--- config.mk ---
export PLATFORM = sky130hd
export DESIGN_NAME = rom_port_arbiter
export DESIGN_NICKNAME = d
export VERILOG_FILES = /design/src/rtl/rom_arb_pkg.sv /design/src/rtl/rom_port_arbiter_rr_arb2.sv /design/src/rtl/rom_port_arbiter.sv
export SDC_FILE = /design/constraint.sdc
export NUM_CORES = 1
export LEC_CHECK = 0
export ABC_AREA = 1
export ABC_CLOCK_PERIOD_IN_PS = 2850
export BUFFER_PORTS_ARGS = -buffer_cell sky130_fd_sc_hd__buf_2
export CORE_MARGIN = 3
export CORE_UTILIZATION = 31
export CTS_CLUSTER_DIAMETER = 120
export CTS_CLUSTER_SIZE = 24
export DETAILED_ROUTE_END_ITERATION = 6
export PLACE_DENSITY = 0.83
export RECOVER_POWER = 25
export SLEW_MARGIN = 40
export SYNTH_ARGS = -nofsm -noshare
export SYNTH_HDL_FRONTEND = slang
export SYNTH_HIERARCHICAL = 1
export SYNTH_SLANG_ARGS = --single-unit
--- constraint.sdc ---
create_clock -name clk -period 2.85 [get_ports clk]
set_clock_uncertainty 0.15 [all_clocks]
set_input_delay 0.57 -clock clk [delete_from_list [all_inputs] [get_ports clk]]
set_output_delay 0.57 -clock clk [all_outputs]
set_load 0.02 [all_outputs]
--- src/rtl/rom_arb_pkg.sv ---
// Shared types and constants for the ROM port arbiter.
//   req_id_e  : requester identity (instruction fetch / data load path)
//   rom_rsp_t : one-deep response pipeline entry {valid, tag, err}
//   ROM_IDX_W : word-index width for the default ROM depth
package rom_arb_pkg;

  localparam int unsigned DEPTH_DEFAULT = 128;
  localparam int unsigned ROM_IDX_W     = $clog2(DEPTH_DEFAULT);

  typedef enum logic {
    REQ_IF   = 1'b0,
    REQ_DATA = 1'b1
  } req_id_e;

  typedef struct packed {
    logic    valid;
    req_id_e tag;
    logic    err;
  } rom_rsp_t;

endpackage

--- src/rtl/rom_port_arbiter_rr_arb2.sv ---
// Two-input round-robin arbiter with last-grant register.
// Ports:
//   clk, rst        : clock, asynchronous active-high reset
//   req_if, req_d   : fetch / data requests
//   gnt_if, gnt_d   : one-hot (or zero) grant, combinational from requests
// Grants are forced low while rst is asserted so every output is quiet in reset.
module rr_arb2
  import rom_arb_pkg::*;
(
  input  logic clk,
  input  logic rst,
  input  logic req_if,
  input  logic req_d,
  output logic gnt_if,
  output logic gnt_d
);

  req_id_e last_q;
  req_id_e last_d;

  always_ff @(posedge clk or posedge rst) begin
    if (rst) begin
      last_q <= REQ_DATA;
    end else begin
      last_q <= last_d;
    end
  end

  always_comb begin
    gnt_if = 1'b0;
    gnt_d  = 1'b0;
    last_d = last_q;
    if (!rst) begin
      // Fetch wins unless data is also asking and fetch had the last grant.
      if (req_if && (!req_d || last_q == REQ_DATA)) begin
        gnt_if = 1'b1;
        last_d = REQ_IF;
      end else if (req_d) begin
        gnt_d  = 1'b1;
        last_d = REQ_DATA;
      end
    end
  end

endmodule

--- src/rtl/rom_port_arbiter.sv ---
// Shares a synchronous-read instruction ROM between instruction fetch (if_*)
// and the data-side load path (d_*). Round-robin grant, word-aligned ROM
// access with range check, and a one-deep tagged response pipeline.
// Ports:
//   clk, reset                         : clock, asynchronous active-high reset
//   if_req/if_addr/if_gnt              : fetch request handshake
//   if_rvalid/if_rdata/if_err          : fetch response (one cycle after grant)
//   d_req/d_addr/d_gnt                 : data request handshake
//   d_rvalid/d_rdata/d_err             : data response (one cycle after grant)
//   rom_en/rom_addr/rom_rdata          : ROM macro interface (rdata one cycle after en)
//   conflict_cnt                       : saturating count of cycles with both requests
// Build option: define ROM_ARB_CONFLICT_CNT_EN to enable conflict_cnt;
// otherwise it is tied to zero.
module rom_port_arbiter
  import rom_arb_pkg::*;
#(
  parameter int unsigned DEPTH  = 128,
  parameter int unsigned ADDR_W = 12,
  parameter int unsigned DATA_W = 32
) (
  input  logic                     clk,
  input  logic                     reset,
  input  logic                     if_req,
  input  logic [ADDR_W-1:0]        if_addr,
  output logic                     if_gnt,
  output logic                     if_rvalid,
  output logic [DATA_W-1:0]        if_rdata,
  output logic                     if_err,
  input  logic                     d_req,
  input  logic [ADDR_W-1:0]        d_addr,
  output logic                     d_gnt,
  output logic                     d_rvalid,
  output logic [DATA_W-1:0]        d_rdata,
  output logic                     d_err,
  output logic                     rom_en,
  output logic [$clog2(DEPTH)-1:0] rom_addr,
  input  logic [DATA_W-1:0]        rom_rdata,
  output logic [15:0]              conflict_cnt
);

  localparam int unsigned IDX_W = $clog2(DEPTH);

  logic [ADDR_W-3:0] word_idx;
  logic              granted;
  logic              in_range;
  rom_rsp_t          rsp_d;
  rom_rsp_t          rsp_q;

  // Byte offsets are deliberately dropped; the data side extracts bytes itself.
  logic unused_byte_off;
  assign unused_byte_off = ^{if_addr[1:0], d_addr[1:0]};

  rr_arb2 u_arb (
    .clk    (clk),
    .rst    (reset),
    .req_if (if_req),
    .req_d  (d_req),
    .gnt_if (if_gnt),
    .gnt_d  (d_gnt)
  );

  always_comb begin
    granted  = if_gnt | d_gnt;
    word_idx = d_gnt ? d_addr[ADDR_W-1:2] : if_addr[ADDR_W-1:2];
    in_range = (32'(word_idx) < DEPTH);
    rom_en   = granted & in_range;
    rom_addr = in_range ? word_idx[IDX_W-1:0] : '0;

    rsp_d.valid = granted;
    rsp_d.tag   = d_gnt ? REQ_DATA : REQ_IF;
    rsp_d.err   = granted & ~in_range;
  end

  // Reset clears the pipeline entry, so a grant taken just before reset
  // never produces a response.
  always_ff @(posedge clk or posedge reset) begin
    if (reset) begin
      rsp_q <= '0;
    end else begin
      rsp_q <= rsp_d;
    end
  end

  always_comb begin
    if_rvalid = rsp_q.valid & (rsp_q.tag == REQ_IF);
    d_rvalid  = rsp_q.valid & (rsp_q.tag == REQ_DATA);
    if_err    = if_rvalid & rsp_q.err;
    d_err     = d_rvalid & rsp_q.err;
    if_rdata  = (if_rvalid && !rsp_q.err) ? rom_rdata : '0;
    d_rdata   = (d_rvalid && !rsp_q.err) ? rom_rdata : '0;
  end

`ifdef ROM_ARB_CONFLICT_CNT_EN
  logic [15:0] conflict_q;

  always_ff @(posedge clk or posedge reset) begin
    if (reset) begin
      conflict_q <= '0;
    end else if (if_req && d_req && conflict_q != '1) begin
      conflict_q <= conflict_q + 16'd1;
    end
  end

  assign conflict_cnt = conflict_q;
`else
  assign conflict_cnt = '0;
`endif

endmodule

# Word-level counts from Yosys, hierarchy flattened
# Cells that the tools add are included.
word_totals:
  ff_bits: 4
  output_inout_bits: 94
  word_cells: 35
classes:
  n_lt_le_gt_ge: 1
  n_mux: 12
  bitwise_logic: 10
  reduce_logical: 8
ops:
  columns: ["cell", "n"]
  rows:
  - ["$mux 32", 2]
  - ["$lt 10x8->1 const B", 1]
  - ["$mux 10", 1]
  - ["$mux 1", 8]
  - ["$mux 7", 1]
  - ["$and 1x1->1", 6]
  - ["$logic_and 1x1->1", 3]
  - ["$not 1->1", 3]
  - ["$logic_not 1->1", 2]
  - ["$reduce_and 2->1", 1]
  - ["$reduce_bool 2->1", 1]
  - ["$logic_or 1x1->1", 1]
  - ["$or 1x1->1", 1]

# Longest topological paths before layout
depth:
  depth_word: 9
  mapped_depth: 11

# Modules after synthesis
# Netlist, hierarchy kept.
by_module_without_submodules:
  columns: ["mod", "instances", "cells_each", "area_per_inst_um2", "seq_area_each_um2"]
  rows:
  - ["rom_port_arbiter", 1, 188, 922.1, 75.1]
  - ["rr_arb2", 1, 13, 72.6, 26.3]

# Least setup slack after synthesis
# No wires, ideal clock.
synth_timing:
  kind: "in2out"
  startpoint: "in d_req"
  endpoint: "out rom_addr[0]"
  arrival_ps: 1695
  required_time_ps: 2130
  path_slack_ps: 435
  path_stages: 9
  path_buffers: 1
  cell_sequence: "nand2_1 -> nand2_1 -> nand2_1 -> inv_1 -> buf_4 -> inv_1 -> nor2_1 -> nand2_2 -> a21oi_1"
synth_via:
  elab_chain_cells: 8
  elab_cells_between_ends: 9
  classes_between: "order compare: 1; mux: 5; reduce/logical: 3"
synth_lines:
  columns: ["item", "line", "rtl"]
  rows:
  - ["from (decl)", "rom_port_arbiter.sv:29", "input logic d_req,"]
  - ["$logic_not 1->1", "rom_port_arbiter_rr_arb2.sv:35", "if (req_if && (!req_d || last_q == REQ_DATA)) begin"]
  - ["$logic_or 1x1->1", "rom_port_arbiter_rr_arb2.sv:35", null]
  - ["$logic_and 1x1->1", "rom_port_arbiter_rr_arb2.sv:35", null]
  - ["$mux 1 (*)", "rom_port_arbiter_rr_arb2.sv:35", null]
  - ["$mux 1 (*)", "rom_port_arbiter_rr_arb2.sv:33", "if (!rst) begin"]
  - ["net d_gnt", "rom_port_arbiter.sv:31", "output logic d_gnt,"]
  - ["$mux 10 (*)", "rom_port_arbiter.sv:64", "word_idx = d_gnt ? d_addr[ADDR_W-1:2] : if_addr[ADDR_W-1:2];"]
  - ["$lt 10x8->1", "rom_port_arbiter.sv:65", "in_range = (32'(word_idx) < DEPTH);"]
  - ["$mux 7 (*)", "rom_port_arbiter.sv:67", "rom_addr = in_range ? word_idx[IDX_W-1:0] : '0;"]
  - ["to (decl)", "rom_port_arbiter.sv:36", "output logic [$clog2(DEPTH)-1:0] rom_addr,"]
# The timed path passes the listed nets; every way through them passes the cells marked *.

# Worst setup path in the final report
layout_timing:
  startpoint: "reg u_arb.last_q"
  endpoint: "out rom_addr[2]"
layout_via:
  elab_chain_cells: 7
layout_lines:
  columns: ["item", "line", "rtl"]
  rows:
  - ["from (decl)", "rom_port_arbiter_rr_arb2.sv:18", "req_id_e last_q;"]
  - ["from (signal assigned)", "rom_port_arbiter_rr_arb2.sv:25", "last_q <= last_d;"]
  - ["$logic_or 1x1->1 (*)", "rom_port_arbiter_rr_arb2.sv:35", null]
  - ["$logic_and 1x1->1 (*)", "rom_port_arbiter_rr_arb2.sv:35", null]
  - ["$mux 1 (*)", "rom_port_arbiter_rr_arb2.sv:35", null]
  - ["$mux 1 (*)", "rom_port_arbiter_rr_arb2.sv:33", null]
  - ["$mux 10 (*)", "rom_port_arbiter.sv:64", null]
  - ["$lt 10x8->1", "rom_port_arbiter.sv:65", null]
  - ["$mux 7 (*)", "rom_port_arbiter.sv:67", null]
# Mark *: on every way between the ends. The rest lies on a longest branch, timed or not.

==> out/qor.txt <==
Area of the mapped netlist - 994.7 um^2
Post-route clock period utilization - 0.8963
GRT Util Overall - 0.1543
Final setup vio count - 0
Clk slew on worst S/H paths - 0.04 ns
Final min period - 2.554 ns
Status - finished clean
Die X-Extent - 62.65 um
DRT iter0 DRCs - 71
Total Power - 371.4 uW
FMAX - 0.3915 GHz
Number of port buffers - 133
Via/cell ratio - 3.892
Hold_buf cts - 0
Post-DRT Antenna Nets - 0
Number of synthesized register bits - 4
Routed len/inst - 8.922 um
Ys Warns - 6
Clock Root Buffer - clkbuf_4
MaxCap Viol Count - 0
Worst-Margin Slew - 0.9917 ns
DRC viols - 0
Layout cells sized above 1 - 0.3970
CTS resizes - 0
Post-synth EDFFs - 0
Worst path slowest cell - dfstp_1
Max incr delay on CP - 0.53 ns
Nature of the critical path startpoint - flip-flop
H-tree depth - 1
WP data arrival - 1.83 ns
Core area - 2900 um^2
Dpl hpwl - 2846 um
Synth top area cells - nor2_1, inv_1, buf_4
Crit Path Category - flip-flop to primary output
Largest net degree at the start of global routing - 33
Hold WS - 0.07728 ns
Nets - 391
Cells after Synth - 201
Layout area overhead - 57.86%
Post-CTS setup buffer count - 0
Cell Chain, Critical Path - inv_1, nand2_1, nand2_1, nand2_1, inv_1, nor2_1, nand2_1, a21oi_1, buf_2
Antenna violations before repair - 0
TritonCTS clock tree - yes
Num rows - 19
Skew-Pair Late Insertion Delay - 0.23 ns
Fillcell total - 314
Routed WL - 3319 um
Initial Util - 0.3430
Sum Neg Setup Slack - 0 ns
Vias - 1,448
Worst setup EP type - primary output
Syn Area/Cell - 4.949 um^2
Hold WC Path Type - input pin to async pin
Yosys cell types - 15
Async set or reset register ratio after synthesis - 1.000
TritonCTS Buffers - 3
Final max-slew violation count - 0
Top cell type's share of synthesized area - 0.3170
Commonest cells in the synthesized netlist - nor2_1, inv_1, buf_4
Crit-path max FO - 9
Top FF cell, synth - dfrtp_1
Clock Sinks - 4
Chip height - 62.65 um
Maximum clock insertion buffer count - 2
First-pass GRT wire length - 5092 um
Worst VDD drop - 140.7 uV
Seq/Total Area, Yosys - 0.1019
I/O Pins - 154
Gpl congestion - 0.7723
Biggest area consumer among synthesized cells - nor2_1
Grt total ovfl - 0
Die area - 3924 um^2
Slew HR - 0.3373
Most frequent cell after synthesis - nor2_1
CP dominant cell by count - nand2_1
Diode count - 0
Leak - 0.001263 uW
RSZ-0062 raised after global routing - false
Critical Path RT - 2.13 ns
Vias in the first global route - 1,163
Critical R2R Launch - u_arb/last_q
Pre-antenna DRT Iters - 5
CP startpoint - u_arb/last_q
Power Dens Cells - 236.5 nW/um^2
Hold Fails Final Rpt - 0
-- routing by layer --
metal | vias up | GRT usage | share of wire
met5 | - | 0 | 0
met4 | 0 | 0.05785 | 0.011
met3 | 4 | 0.03777 | 0.12
met2 | 95 | 0.2956 | 0.51
met1 | 573 | 0.1595 | 0.36
li1 | 776 | - | -
-- critical path, delay by kind of cell, from the launching register on --
family	cells	cell delay, ns
flops	1	0.53
buf+inv	3	0.35
compound gates	1	0.23
simple gates	5	0.49
-- where the power goes --
group          total (uW)  switching (uW)  leakage (uW)  internal, uW
combinational         228             154       0.00120          74.6
clock                77.5            24.9     0.0000150          52.6
sequential           65.6            2.63     0.0000489          62.9
-- cells by family after synthesis --
kind of cell / count (synthesis) / share of synthesized area
other: 1 / 0.003770
buffers and inverters: 80 / 0.4189
AOI/OAI and AO/OA: 9 / 0.04528
and+or+nand+nor: 107 / 0.4302
DFF: 4 / 0.1019
-- cells in the final DEF (no fill, tap or decap), types with 2 or more instances in the layout --
cell type    n
dfrtp_1      3
clkbuf_1    14
nand2_1     16
clkbuf_4     3
nand2_2      2
conb_1      16
buf_2      120
inv_1       54
nor2_1      84
nor2_2       4
a21oi_1      8
-- worst paths after layout --
| check | cells after the start | slack, ns | endpoint |
|---|---|---|---|
| worst max-delay path | 9 | 0.30 | rom_addr[2] |
| worst min-delay path | 2 | 0.08 | rsp_q[0] |
| worst max register to register | 9 | 1.24 | rsp_q[0] |
| worst min register to register | 2 | 0.34 | u_arb/last_q |
| max in group asynchronous | 2 | 2.31 | u_arb/last_q |
| min in group clk | 2 | 0.34 | u_arb/last_q |
-- state kept, by name (all words and copies together) (netlist names) --
signal        count
rsp_q             3
u_arb/last_q      1
-- through the flow --
stage	worst slack [ns]	util	std cells	instance area, um^2
5_1_grt	0.08389	0.5414	372	1570
3_3_place_gp	0.3802	0.5414	368	1570
6_report	0.2955	0.5414	372	1570
3_5_place_dp	0.3909	0.5414	368	1570
2_1_floorplan	0.4346	-	216	1051
4_1_cts	0.3614	0.5505	372	1597
-- area by class of cell --
cell class / count / area [um^2] / share of cell area
sequential: 4 / 101.3 / 0.06454
clock buffer: 4 / 26.28 / 0.01673
multi-input combinational: 132 / 523.0 / 0.3331
tap: 42 / 52.55 / 0.03347
inverter: 56 / 210.2 / 0.1339
timing repair buffer: 134 / 656.9 / 0.4183
(Power assumes the default switching activity.)
